[src/rtl/bitlet_accumulator_if.sv]
// ---------------------------------------------------------------------------
// bitlet_accumulator_if
// Bundles the bitlet accumulator's upstream and downstream signals.
//   flush     : synchronous abort of the current dot product
//   Asel_vld  : Asel_vec carries a valid selected group this cycle
//   Asel_vec  : N_channel signed Wid_fix lanes, lane g at [g*Wid_fix +: Wid_fix]
//   ce_done   : pulse marking that the last group has been presented
//   busy      : accumulator is draining or holding a result
//   Psum_vld  : Psum valid, held until Psum_rdy
//   Psum_rdy  : downstream accepts Psum
//   Psum      : signed dot-product result
//   ovf       : overflow flag for the presented result
// Modports: master drives the request side, slave is the accumulator.
// Lane count and lane width come from the N_channel / Wid_fix macros
// (default 8 and 16 when not defined by the build).
// ---------------------------------------------------------------------------
`ifndef N_channel
`define N_channel 8
`endif
`ifndef Wid_fix
`define Wid_fix 16
`endif

interface bitlet_accumulator_if #(
  parameter int Wid_acc = 32
);
  logic                             flush;
  logic                             Asel_vld;
  logic [`N_channel*`Wid_fix-1:0]   Asel_vec;
  logic                             ce_done;
  logic                             busy;
  logic                             Psum_vld;
  logic                             Psum_rdy;
  logic signed [Wid_acc-1:0]        Psum;
  logic                             ovf;

  modport master (
    output flush, Asel_vld, Asel_vec, ce_done, Psum_rdy,
    input  busy, Psum_vld, Psum, ovf
  );

  modport slave (
    input  flush, Asel_vld, Asel_vec, ce_done, Psum_rdy,
    output busy, Psum_vld, Psum, ovf
  );
endinterface

[src/rtl/bitlet_accumulator.sv]
// ---------------------------------------------------------------------------
// bitlet_accumulator
// Accumulates bit-channel weighted groups into a signed partial sum and
// presents the dot-product result with a valid/ready handshake.
//   Stage 1 : S = sum_g sign_extend(Asel[g]) << g, registered with vld_p1
//   Stage 2 : acc_p2 += S when vld_p1
//   FSM     : IDLE -> ACCUM -> DRAIN (N_drain cycles) -> HOLD -> IDLE
// Ports:
//   clk   : clock, rising edge
//   rst_n : asynchronous active-low reset
//   bus   : bitlet_accumulator_if.slave (see interface file for signals)
// Parameters:
//   Wid_acc : accumulator / Psum width (default 32)
//   N_drain : cycles spent in DRAIN before loading Psum (fixed at 2)
// Configuration macro:
//   BITLET_ACC_SAT_EN : defined -> stage-2 add saturates and ovf flags clamps;
//                       undefined -> add wraps modulo 2^Wid_acc, ovf is 0.
// ---------------------------------------------------------------------------
`ifndef N_channel
`define N_channel 8
`endif
`ifndef Wid_fix
`define Wid_fix 16
`endif

module bitlet_accumulator #(
  parameter int Wid_acc = 32,
  parameter int N_drain = 2
) (
  input  logic                  clk,
  input  logic                  rst_n,
  bitlet_accumulator_if.slave   bus
);

  localparam int CH    = `N_channel;
  localparam int FW    = `Wid_fix;
  localparam int CNT_W = $clog2(N_drain) + 1;

  typedef enum logic [1:0] {IDLE, ACCUM, DRAIN, HOLD} state_t;

  state_t                     state, state_nxt;
  logic [CNT_W-1:0]           drain_cnt;
  logic                       cnt_last;
  logic                       load_psum;
  logic                       accept;
  logic                       busy;
  logic                       take;

  logic signed [FW-1:0]       a_fix;
  logic signed [Wid_acc-1:0]  s_sum;
  logic signed [Wid_acc-1:0]  s_p1;
  logic                       vld_p1;
  logic signed [Wid_acc-1:0]  acc_p2;
  logic signed [Wid_acc-1:0]  acc_nxt;
  logic signed [Wid_acc-1:0]  psum_q;
  logic                       psum_vld_q;

`ifdef BITLET_ACC_SAT_EN
  localparam logic signed [Wid_acc-1:0] ACC_MAX = {1'b0, {(Wid_acc-1){1'b1}}};
  localparam logic signed [Wid_acc-1:0] ACC_MIN = {1'b1, {(Wid_acc-1){1'b0}}};

  logic ovf_acc;
  logic ovf_q;
  logic clamp;

  // One guard bit above the accumulator; a guard/sign disagreement is overflow.
  function automatic logic add_clamps(input logic signed [Wid_acc-1:0] a,
                                      input logic signed [Wid_acc-1:0] b);
    logic [Wid_acc:0] s;
    s = {a[Wid_acc-1], a} + {b[Wid_acc-1], b};
    return s[Wid_acc] ^ s[Wid_acc-1];
  endfunction

  function automatic logic signed [Wid_acc-1:0] sat_add(input logic signed [Wid_acc-1:0] a,
                                                        input logic signed [Wid_acc-1:0] b);
    logic [Wid_acc:0] s;
    s = {a[Wid_acc-1], a} + {b[Wid_acc-1], b};
    if (s[Wid_acc] != s[Wid_acc-1]) begin
      return s[Wid_acc] ? ACC_MIN : ACC_MAX;
    end
    return s[Wid_acc-1:0];
  endfunction
`else
  function automatic logic signed [Wid_acc-1:0] wrap_add(input logic signed [Wid_acc-1:0] a,
                                                         input logic signed [Wid_acc-1:0] b);
    return a + b;
  endfunction
`endif

  // Control
  assign busy     = (state == DRAIN) || (state == HOLD);
  assign take     = bus.Asel_vld && !busy;
  assign cnt_last = (drain_cnt == CNT_W'(N_drain - 1));

  always_comb begin
    state_nxt = state;
    load_psum = 1'b0;
    accept    = 1'b0;
    case (state)
      IDLE: begin
        if (bus.ce_done)       state_nxt = DRAIN;
        else if (bus.Asel_vld) state_nxt = ACCUM;
      end
      ACCUM: begin
        if (bus.ce_done) state_nxt = DRAIN;
      end
      DRAIN: begin
        if (cnt_last) begin
          state_nxt = HOLD;
          load_psum = 1'b1;
        end
      end
      HOLD: begin
        if (bus.Psum_rdy) begin
          state_nxt = IDLE;
          accept    = 1'b1;
        end
      end
      default: state_nxt = IDLE;
    endcase
    if (bus.flush) state_nxt = IDLE;
  end

  always_ff @(posedge clk or negedge rst_n) begin
    if (!rst_n) begin
      state     <= IDLE;
      drain_cnt <= '0;
    end else begin
      state <= state_nxt;
      // Counter only runs in DRAIN; it is back at zero whenever DRAIN is entered.
      if (bus.flush || state != DRAIN || cnt_last) drain_cnt <= '0;
      else                                         drain_cnt <= drain_cnt + CNT_W'(1);
    end
  end

  // Stage 0 -> 1: weighted lane sum
  always_comb begin
    s_sum = '0;
    a_fix = '0;
    for (int g = 0; g < CH; g++) begin
      a_fix = bus.Asel_vec[g*FW +: FW];
      s_sum = s_sum + (Wid_acc'(a_fix) <<< g);
    end
  end

  always_ff @(posedge clk or negedge rst_n) begin
    if (!rst_n) begin
      s_p1   <= '0;
      vld_p1 <= 1'b0;
    end else if (bus.flush) begin
      s_p1   <= '0;
      vld_p1 <= 1'b0;
    end else begin
      s_p1   <= take ? s_sum : '0;
      vld_p1 <= take;
    end
  end

  // Stage 1 -> 2: accumulate
`ifdef BITLET_ACC_SAT_EN
  assign acc_nxt = sat_add(acc_p2, s_p1);
  assign clamp   = vld_p1 && add_clamps(acc_p2, s_p1);
`else
  assign acc_nxt = wrap_add(acc_p2, s_p1);
`endif

  always_ff @(posedge clk or negedge rst_n) begin
    if (!rst_n) begin
      acc_p2 <= '0;
    end else if (bus.flush || accept) begin
      acc_p2 <= '0;
    end else if (vld_p1) begin
      acc_p2 <= acc_nxt;
    end
  end

`ifdef BITLET_ACC_SAT_EN
  always_ff @(posedge clk or negedge rst_n) begin
    if (!rst_n) begin
      ovf_acc <= 1'b0;
    end else if (bus.flush || accept) begin
      ovf_acc <= 1'b0;
    end else if (clamp) begin
      ovf_acc <= 1'b1;
    end
  end
`endif

  // Stage 2 -> output: result hold register
  always_ff @(posedge clk or negedge rst_n) begin
    if (!rst_n) begin
      psum_q     <= '0;
      psum_vld_q <= 1'b0;
    end else if (bus.flush) begin
      psum_q     <= '0;
      psum_vld_q <= 1'b0;
    end else if (load_psum) begin
      psum_q     <= acc_p2;
      psum_vld_q <= 1'b1;
    end else if (accept) begin
      psum_vld_q <= 1'b0;
    end
  end

`ifdef BITLET_ACC_SAT_EN
  always_ff @(posedge clk or negedge rst_n) begin
    if (!rst_n) begin
      ovf_q <= 1'b0;
    end else if (bus.flush || accept) begin
      ovf_q <= 1'b0;
    end else if (load_psum) begin
      ovf_q <= ovf_acc;
    end
  end
  assign bus.ovf = ovf_q;
`else
  assign bus.ovf = 1'b0;
`endif

  assign bus.busy     = busy;
  assign bus.Psum     = psum_q;
  assign bus.Psum_vld = psum_vld_q;

endmodule

[src/flat_wrapper.sv]
// flat-port wrapper written by rule: the top's interface ports become plain ports
module bitlet_accumulator_flat 
#(
  parameter int Wid_acc = 32,
  parameter int N_drain = 2
)
  (clk, rst_n, bus_flush, bus_Asel_vld, bus_Asel_vec, bus_ce_done, bus_Psum_rdy, bus_busy, bus_Psum_vld, bus_Psum, bus_ovf);
  bitlet_accumulator_if #(.Wid_acc(Wid_acc)) bus_i ();
  input  logic clk;
  input  logic rst_n;
  input wire logic [$bits(bus_i.flush)-1:0] bus_flush;
  input wire logic [$bits(bus_i.Asel_vld)-1:0] bus_Asel_vld;
  input wire logic [$bits(bus_i.Asel_vec)-1:0] bus_Asel_vec;
  input wire logic [$bits(bus_i.ce_done)-1:0] bus_ce_done;
  input wire logic [$bits(bus_i.Psum_rdy)-1:0] bus_Psum_rdy;
  output wire logic [$bits(bus_i.busy)-1:0] bus_busy;
  output wire logic [$bits(bus_i.Psum_vld)-1:0] bus_Psum_vld;
  output wire logic [$bits(bus_i.Psum)-1:0] bus_Psum;
  output wire logic [$bits(bus_i.ovf)-1:0] bus_ovf;
  assign bus_i.flush = bus_flush;
  assign bus_i.Asel_vld = bus_Asel_vld;
  assign bus_i.Asel_vec = bus_Asel_vec;
  assign bus_i.ce_done = bus_ce_done;
  assign bus_i.Psum_rdy = bus_Psum_rdy;
  assign bus_busy = bus_i.busy;
  assign bus_Psum_vld = bus_i.Psum_vld;
  assign bus_Psum = bus_i.Psum;
  assign bus_ovf = bus_i.ovf;
  bitlet_accumulator #(.Wid_acc(Wid_acc), .N_drain(N_drain)) u_core (.clk(clk), .rst_n(rst_n), .bus(bus_i));
endmodule
[config.mk]
export PLATFORM = sky130hd
export DESIGN_NAME = bitlet_accumulator_flat
export DESIGN_NICKNAME = d
export VERILOG_FILES = /design/src/rtl/bitlet_accumulator_if.sv /design/src/rtl/bitlet_accumulator.sv /design/src/flat_wrapper.sv
export SDC_FILE = /design/constraint.sdc
export NUM_CORES = 1
export LEC_CHECK = 0
export CAP_MARGIN = 15
export CORE_ASPECT_RATIO = 1.5
export CORE_MARGIN = 8
export CORE_UTILIZATION = 31
export DETAILED_ROUTE_END_ITERATION = 10
export PLACE_DENSITY_LB_ADDON = 0.15
export SYNTH_ARGS = -nofsm -noshare
export SYNTH_HDL_FRONTEND = slang
export SYNTH_SLANG_ARGS = --single-unit
[constraint.sdc]
create_clock -name clk -period 3.3 [get_ports clk]
set_input_delay 0.33 -clock clk [delete_from_list [all_inputs] [get_ports clk]]
set_output_delay 0.33 -clock clk [all_outputs]
set_load 0.02 [all_outputs]
; Word-level counts from Yosys, hierarchy flattened
; Index checks and enable logic that the tools add are counted.
[totals]
regBits = 102
in_bits = 134
wordCells = 58
out_inout_bits = 35
[classes]
n_reduce_logical = 11
n_eq_ne = 9
addsub = 9
n_mux = 22
[ops]
columns = cell, n
row1 = 32-bit two-way mux, 6
row2 = 32-bit by 19-bit adder with 32-bit output, 1
row3 = 32-bit by 20-bit adder with 32-bit output, 1
row4 = 32-bit by 21-bit adder with 32-bit output, 1
row5 = 32-bit by 22-bit adder with 32-bit output, 1
row6 = 32-bit by 23-bit adder with 32-bit output, 1
row7 = 32-bit adder, 1
row8 = 18-bit by 18-bit adder with 19-bit output, 1
row9 = 16-bit by 17-bit adder with 18-bit output, 1
row10 = 2-bit two-way mux, 7
row11 = 1-bit two-way mux, 8
row12 = 2-bit one-hot mux with 4 select lines, 1
row13 = 3-bit != test (second input constant), 2
row14 = 2-bit by 1-bit == test with 1-bit output (second input constant), 2
row15 = 2-bit == test (second input constant), 2
row16 = 1-bit logical OR, 4
row17 = 4-bit != test (second input constant), 1
row18 = 4-bit AND reduction, 1
row19 = 2-bit nonzero test, 2
row20 = 3-bit by 2-bit != test with 1-bit output (second input constant), 1
row21 = 3-bit nonzero test, 1
row22 = 2-bit by 1-bit adder with 2-bit output (second input constant), 1
row23 = 2-bit zero test, 1
row24 = 2-bit != test (second input constant), 1
row25 = other kinds (2), 2

; Logic depth before layout (Yosys ltp)
; Gate-level depths: netlist of run 1.
[logic_depth]
depth_word = 9
depth_mapped = 25
mapped_depth_nobuf = 24

; Least setup slack after synthesis of run 1
; OpenSTA, ideal clock, no wires.
[synth_timing]
path_type = input to register
startpoint = input bus_Asel_vec[2]
endpoint = register u_core.s_p1[24]
setup_time_ns = 0.129
path_slack_ns = -2.526
cell_stages = 24
n_path_buf = 0
arrival_time_ns = 5.697
path_cell_list = fa_1 -> ha_1 -> inv_1 -> fa_1 -> nor2b_1 -> o21ai_0 -> a21o_1 -> a21oi_1 -> o2111ai_1 -> and4b_1 -> xor2_1 -> fa_1 -> fa_1 -> fa_1 -> inv_1 -> ha_1 -> o21a_1 -> o21ai_0 -> a22oi_2 -> a41oi_2 -> a2111oi_4 -> o41ai_2 -> nor3b_2 -> nor3_2
[synth_between]
elab_chain_cells = 9
[synth_rtl]
columns = item, line_no
row1 = start: declaration, flat_wrapper.sv:13  ; input wire logic [$bits(bus_i.Asel_vec)-1:0] bus_Asel_vec;
row2 = 16-bit by 17-bit adder with 18-bit output, bitlet_accumulator.sv:142  ; s_sum = s_sum + (Wid_acc'(a_fix) <<< g);
row3 = 18-bit by 18-bit adder with 19-bit output, bitlet_accumulator.sv:142
row4 = 32-bit by 19-bit adder with 32-bit output, bitlet_accumulator.sv:142
row5 = 32-bit by 20-bit adder with 32-bit output, bitlet_accumulator.sv:142
row6 = 32-bit by 21-bit adder with 32-bit output, bitlet_accumulator.sv:142
row7 = 32-bit by 22-bit adder with 32-bit output, bitlet_accumulator.sv:142
row8 = 32-bit by 23-bit adder with 32-bit output, bitlet_accumulator.sv:142
row9 = 32-bit two-way mux, bitlet_accumulator.sv:154  ; s_p1 <= take ? s_sum : '0;
row10 = 32-bit two-way mux, bitlet_accumulator.sv:150  ; end else if (bus.flush) begin
row11 = end signal: assignment, bitlet_accumulator.sv:154
row12 = end: declaration, bitlet_accumulator.sv:51  ; logic signed [Wid_acc-1:0] s_p1;
; Every way passes these cells.
; A chain may end at the register's enable or synchronous reset.

; Final worst setup path of run 1
[layout_timing]
startpoint = input bus_Asel_vec[2]
endpoint = register u_core.s_p1[22]
; Same word-level chain as after synthesis.

==> results of run 1 <==
## worst reg2reg max path: stages (launching register included)
cell	delay, ns
dfrtp_1	0.40
ha_1	0.25
fa_1	0.43
a211oi_1	0.36
o211ai_2	0.19
nand3_2	0.14
o31a_1	0.21
o21a_1	0.20
a211oi_2	0.11
o31a_1	0.33
o31ai_2	0.17
## layout by cell type, fill, tap and decap left out, drive strengths merged, types with 18 or more instances in the layout
| cell type | instances |
|---|---|
| xor2 | 19 |
| nand2 | 50 |
| a211oi | 18 |
| dfrtp | 102 |
| o21ai | 41 |
| inv | 134 |
| nor2 | 74 |
| xnor2 | 29 |
| nor3 | 18 |
| clkdlybuf4s50 | 157 |
| nand3 | 19 |
| a22o | 33 |
| a21o | 29 |
| a21oi | 56 |
| mux2i | 21 |
| fa | 84 |
| buf | 111 |
| ha | 81 |
## final timing paths
| path | start | end | slack, ns | depth (start not counted) |
|---|---|---|---|---|
| min reg2reg | u_core.drain_cnt[0] | u_core.drain_cnt[0] | 0.43 | 1 |
| min in group asynchronous | rst_n | u_core.s_p1[0] | 0.52 | 2 |
| max reg2reg | u_core.acc_p2[0] | u_core.acc_p2[30] | 0.43 | 10 |
| min | u_core.drain_cnt[0] | u_core.drain_cnt[0] | 0.43 | 1 |
| max in group asynchronous | rst_n | u_core.bus.Psum[25] | 2.08 | 3 |
| max | bus_Asel_vec[2] | u_core.s_p1[22] | -2.33 | 26 |
## logic make-up after synthesis
logic type,synth area share
xor+xnor,0.0456
flops,0.272
fa+ha+maj,0.287
mux,0.0224
compound gates,0.179
other cells,0.000399
buf+inv,0.0629
simple gates,0.131
## power by group
part	internal [W]	total [W]	switching (W)
clock network	0.000527	0.00103	0.000501
logic	0.00502	0.00955	0.00452
registers	0.00139	0.00148	0.0000887
total	0.00694	0.0121	0.00511
## flip-flops by register name, summed over array words and instances, names as in the netlist
| register | cells |
|---|---|
| u_core.acc_p2 | 32 |
| u_core.bus.Psum | 32 |
| u_core.s_p1 | 32 |
| u_core.drain_cnt | 2 |
| u_core.state | 2 |
| u_core.bus.Psum_vld | 1 |
| u_core.vld_p1 | 1 |
## routing by layer
metal | wire (microns) | vias up | track usage
met5 | 0 | - | 0
met4 | 493 | 0 | 0.0458
met3 | 1090 | 25 | 0.0266
met2 | 12100 | 144 | 0.241
met1 | 9780 | 3670 | 0.156
li1 | - | 3861 | -
## area by class of cell
type                    count  area share
multi-input cells         713       0.512
flip-flops and latches    102       0.197
repair buffers            272       0.193
well taps                 400      0.0387
inverters                 130      0.0378
clock buffers              10      0.0177
clock inverters             6     0.00416
## stage by stage
stage / instance area (sq um) / utilization / TNS [ns]
floorplan: 9460 / - / -45.45
global placement: 12300 / 0.408 / -65.40
detailed placement: 12300 / 0.408 / -66.84
CTS: 12700 / 0.424 / -48.32
global route: 12900 / 0.430 / -53.50
finish: 12900 / 0.430 / -47.73
## repair_timing
| action | CTS | global route |
|---|---|---|
| pin swaps | 57 | 42 |
| hold endpoints to repair | 41 | 0 |
| resized for setup | 64 | 27 |
| hold buffers | 1 | 0 |
| endpoints found under the setup margin | 26 | 26 |
| gates cloned | 0 | 0 |
| setup buffers | 5 | 5 |
==> summary.txt, run 1 <==
Placement
  • Post-DP HPWL: 20.0 mm
  • IO buf count: about 170
  • Post-Place Cells: 1606
  • Placement Setup Slack: -3.08 ns
  • RePlAce Congestion: 0.867

Clock tree
  • Root Driver: clkbuf_16
  • Clock sink count: 102
  • CTS max path bufs: 2
  • Num CTS Buffers: 9
  • CTS tree: done
  • Clock-pin slew on the worst setup and hold paths: about 0.07 ns
  • Clock Latency Late Sink: between 0.3 and 0.4 ns
  • H-tree lvl count: 3

STA
  • Final setup violating endpoints: 25
  • F_max: between 0.15 and 0.2 GHz
  • Final Hold Vio Count: 0
  • Setup slack after layout: -2.33 ns
  • Final Hold Slack: 0.433 ns
  • Period minus WS final: 5.63 ns
  • Final Slew Violations: 0
  • Clock Skew: 0.00709 ns
  • Slew margin rel.: 0.453
  • Worst-Margin Slew: 0.821 ns
  • RSZ-0062 raised after global routing: true
  • Period Utilization, post-route: 1.71

Yosys
  • Yosys warns: 0
  • Mapped Nets: ~1300
  • Count leader, synth: inv_1
  • Post-synth top area cell: dfrtp_1
  • Post-Syn Area per Cell: 9.68 sq um
  • Cell Area, Synth: 9390 sq um
  • Top_reg_cell synth: dfrtp_1
  • Distinct cell type count after synthesis: 74
  • Ys async rst share: 1.00
  • Post-Synthesis Cells: 970
  • EDFF count, synth: 0
  • Post-synth top area share: 0.272
  • Synthesis-stage register bit count: 102
  • Sequential share of the synthesized area: 0.272
  • Commonest cells post-synth: 130 x inv_1, 102 x dfrtp_1, 84 x fa_1
  • Area contributors post-synth: dfrtp_1 27%, fa_1 18%, ha_1 11%, inv_1 5.2%, a22o_1 3.1%

Drt
  • # DRC: 0
  • Detailed Route Iter0 Violations: between 200 and 250
  • Post-DRT Antenna Nets: 0
  • Via count: 7700
  • Post-Route WL: 23.4 mm
  • First-pass DRT Iterations: 4
  • Via density: 4.72
  • Routed len/inst: approximately 14 microns

Floorplan
  • Die Height: 229 microns
  • Die W: 158 microns
  • Starting Density: 0.312
  • Cell Rows: 78
  • Core ar.: 30100 sq um
  • Top-Level Pins: ~170
  • Die area: 36200 sq um

Critical path
  • CP startpoint kind: primary input
  • Crit path buf inv count: 4
  • Cell mode on critical path: fa_1
  • Slowest CP cell: fa_1
  • CP required: 3.53 ns
  • Crit Path Category: primary input to flop
  • WP data arrival: 5.86 ns
  • Delay-heaviest family, CP: adder cells
  • Maximum fanout along the worst path: 4
  • Crit end category: flop
  • Critical Path Max Stage Delay: 0.54 ns

Layout
  • Register area: 2550 sq um
  • Non-Filler Instances: between 1500 and 2000
  • Share of cells above drive strength 1: 0.167
  • Fillcell total: roughly 3100
  • Area delta synth->final: 37.7%
  • Final nets: 1527
  • Multi-input logic area: 6610 sq um
  • ANT cells: 0

Power and ir drop
  • Tot Pwr: 0.0121 W
  • Worst ir drop on vdd: 0.565 mV
  • PwrDens: between 900 and 1000 nW/um^2
  • Leakage: 6.08 nW

Global routing
  • Number of antenna violations at the first check in global routing: 0
  • GRT Overall Usage: 0.135
  • Largest net degree at the start of global routing: 58
  • Vias in the first global route: around 8500
  • First-pass GRT wire length: about 40 mm
  • Total gr overflow: 0

Min path
  • HP Class: flop to flop

Run status
  • Failing checks: setup timing
  • Run status: finished with violations

Run
  • Total of max-cap violations: 0
Power figures use the tool's default switching activity.
==> run 2, diff against run 1 <==
--- a/config.mk
+++ b/config.mk
@@ -10,6 +10,7 @@
 export CORE_MARGIN = 8
 export CORE_UTILIZATION = 31
 export DETAILED_ROUTE_END_ITERATION = 10
+export DONT_BUFFER_PORTS = 1
 export PLACE_DENSITY_LB_ADDON = 0.15
 export SYNTH_ARGS = -nofsm -noshare
 export SYNTH_HDL_FRONTEND = slang
==> summary.txt, run 2 (synthesis gave the netlist of run 1 again) <==
Drt
  • # DRC: 0
  • Routed len/inst: 15.7 microns
  • Via count: 7034
  • Detailed Route Iter0 Violations: 264
  • First-pass DRT Iterations: 4
  • Post-Route WL: 23.0 mm
  • Via density: about 4.8
  • Post-DRT Antenna Nets: 0

Layout
  • ANT cells: 0
  • Share of cells above drive strength 1: 0.179
  • Final nets: 1353
  • Area delta synth->final: 18.9%
  • Most common cell after layout, fill and taps aside: inv_1
  • Most frequent cells in the layout: 125 x inv_1, 102 x dfrtp_1, 90 x buf_4, 82 x fa_1, 74 x ha_1
  • Final Core Density: 0.371

Clock tree
  • CTS tree: done
  • Clock Latency Late Sink: 0.36 ns
  • CTS max path bufs: 2
  • Clock sink count: 102
  • H-tree lvl count: 3
  • Num CTS Buffers: 9
  • Root Driver: clkbuf_16
  • Clock-pin slew on the worst setup and hold paths: approximately 0.08 ns

Floorplan
  • Top-Level Pins: 169
  • Die area: 36200 sq um
  • Starting Density: 0.312
  • Die Height: 229 microns
  • Cell Rows: 78
  • Die W: 158 microns
  • Core ar.: 30100 sq um

STA
  • Final Hold Vio Count: 0
  • Final Hold Slack: approximately 0.11 ns
  • Slew margin rel.: 0.436
  • Period minus WS final: 5.43 ns
  • Final setup violating endpoints: 25
  • Period Utilization, post-route: 1.65
  • Final Slew Violations: 0
  • F_max: 0.184 GHz
  • Clock Skew: 0.00723 ns
  • Worst-Margin Slew: 0.846 ns
  • Setup Total Neg Slack: -42.74 ns
  • Setup slack after layout: -2.13 ns
  • RSZ-0062 raised after global routing: true

Critical path
  • CP startpoint kind: primary input
  • Crit Path Category: primary input to flop
  • WP data arrival: between 5 and 6 ns
  • Crit end category: flop
  • CP required: 3.55 ns
  • Maximum fanout along the worst path: 4

Global routing
  • GRT Overall Usage: 0.128
  • Largest net degree at the start of global routing: 103
  • Number of antenna violations at the first check in global routing: 0
  • Total gr overflow: 0
  • First-pass GRT wire length: 37.4 mm
  • Vias in the first global route: slightly below 8000

Run
  • Total of max-cap violations: 0

Placement
  • Placement Setup Slack: -2.63 ns
  • IO buf count: 0
  • RePlAce Congestion: 0.859
  • Post-DP HPWL: 19.3 mm

Power and ir drop
  • Tot Pwr: 0.0116 W
  • Leakage: 5.39 nW
  • PwrDens: ~1000 nW/um^2
  • Worst ir drop on vdd: 0.433 mV

Run status
  • Failing checks: setup timing
  • Run status: finished with violations

Min path
  • HP Class: primary input to flop
-- run 2: changes by cell type in the layout (fill, tap and decap cells not counted), moves of 4 or more --
| cell | delta |
|---|---|
| buf_6 | -7 |
| buf_4 | -4 |
| clkdlybuf4s50_1 | -157 |
| buf_2 | -4 |
| ha_1 | +4 |
-- run 2: timing repair --
item	4_1_cts	5_1_grt
hold endpoints to repair	104	0
buffers inserted	1	2
resized for setup	17	36
hold buffers	3	0
setup endpoints to repair	25	25
pin swaps	13	24
-- run 2: stage by stage --
stage / cells / cell area, sq um
after global routing: 1459 / 11200
after global placement: 1437 / 10600
final: 1459 / 11200
after floorplan: 970 / 9460
after detailed placement: 1437 / 10600
after CTS: 1457 / 11000
-- run 2: final timing paths --
check                               startpoint                  end  slack (ns)  cells past startpoint
max in group asynchronous                rst_n    u_core.acc_p2[30]        2.34                      2
setup / recovery              bus_Asel_vec[32]      u_core.s_p1[19]       -2.13                     24
setup reg to reg              u_core.acc_p2[0]    u_core.acc_p2[30]        0.42                     10
hold reg to reg            u_core.drain_cnt[0]  u_core.drain_cnt[0]        0.44                      1
hold / removal                 bus_Asel_vec[0]       u_core.s_p1[0]        0.11                      1
min in group asynchronous                rst_n       u_core.s_p1[4]        0.51                      2
-- run 2: worst max-delay path, stage by stage --
cell,delay [ns]
fa_1,0.53
ha_2,0.19
inv_2,0.04
fa_2,0.33
nor2b_1,0.14
o21ai_1,0.10
a21o_1,0.20
a21boi_2,0.19
o221ai_2,0.13
xor2_1,0.19
fa_1,0.54
fa_2,0.45
fa_1,0.50
inv_2,0.04
ha_4,0.22
o21a_1,0.16
o21ai_1,0.17
a21oi_2,0.06
o41a_1,0.37
buf_4,0.16
a211o_1,0.30
a21oi_2,0.15
xor2_1,0.14
nor2_1,0.05
-- run 2: cell type report --
class                      instances  area, sq um
tap                              400          500
sequential                       102         2550
inverter                         130          488
clock buffer                      10          239
timing repair buffer              98          779
fill                            3114        18900
multi-input combinational        713         6550
clock inverter                     6         52.6
-- run 2: where the power goes --
part           internal (W)  leakage (nW)  switching (W)  total, W
Combinational       0.00465          3.84        0.00442   0.00907
Clock              0.000545         0.138       0.000518   0.00106
Sequential          0.00139          1.41      0.0000869   0.00147
-- run 2: layer usage --
metal | routed length, microns | GRT usage
met5 | 0 | 0
met4 | 450 | 0.0458
met3 | 928 | 0.0222
met2 | 11600 | 0.228
met1 | 9950 | 0.150
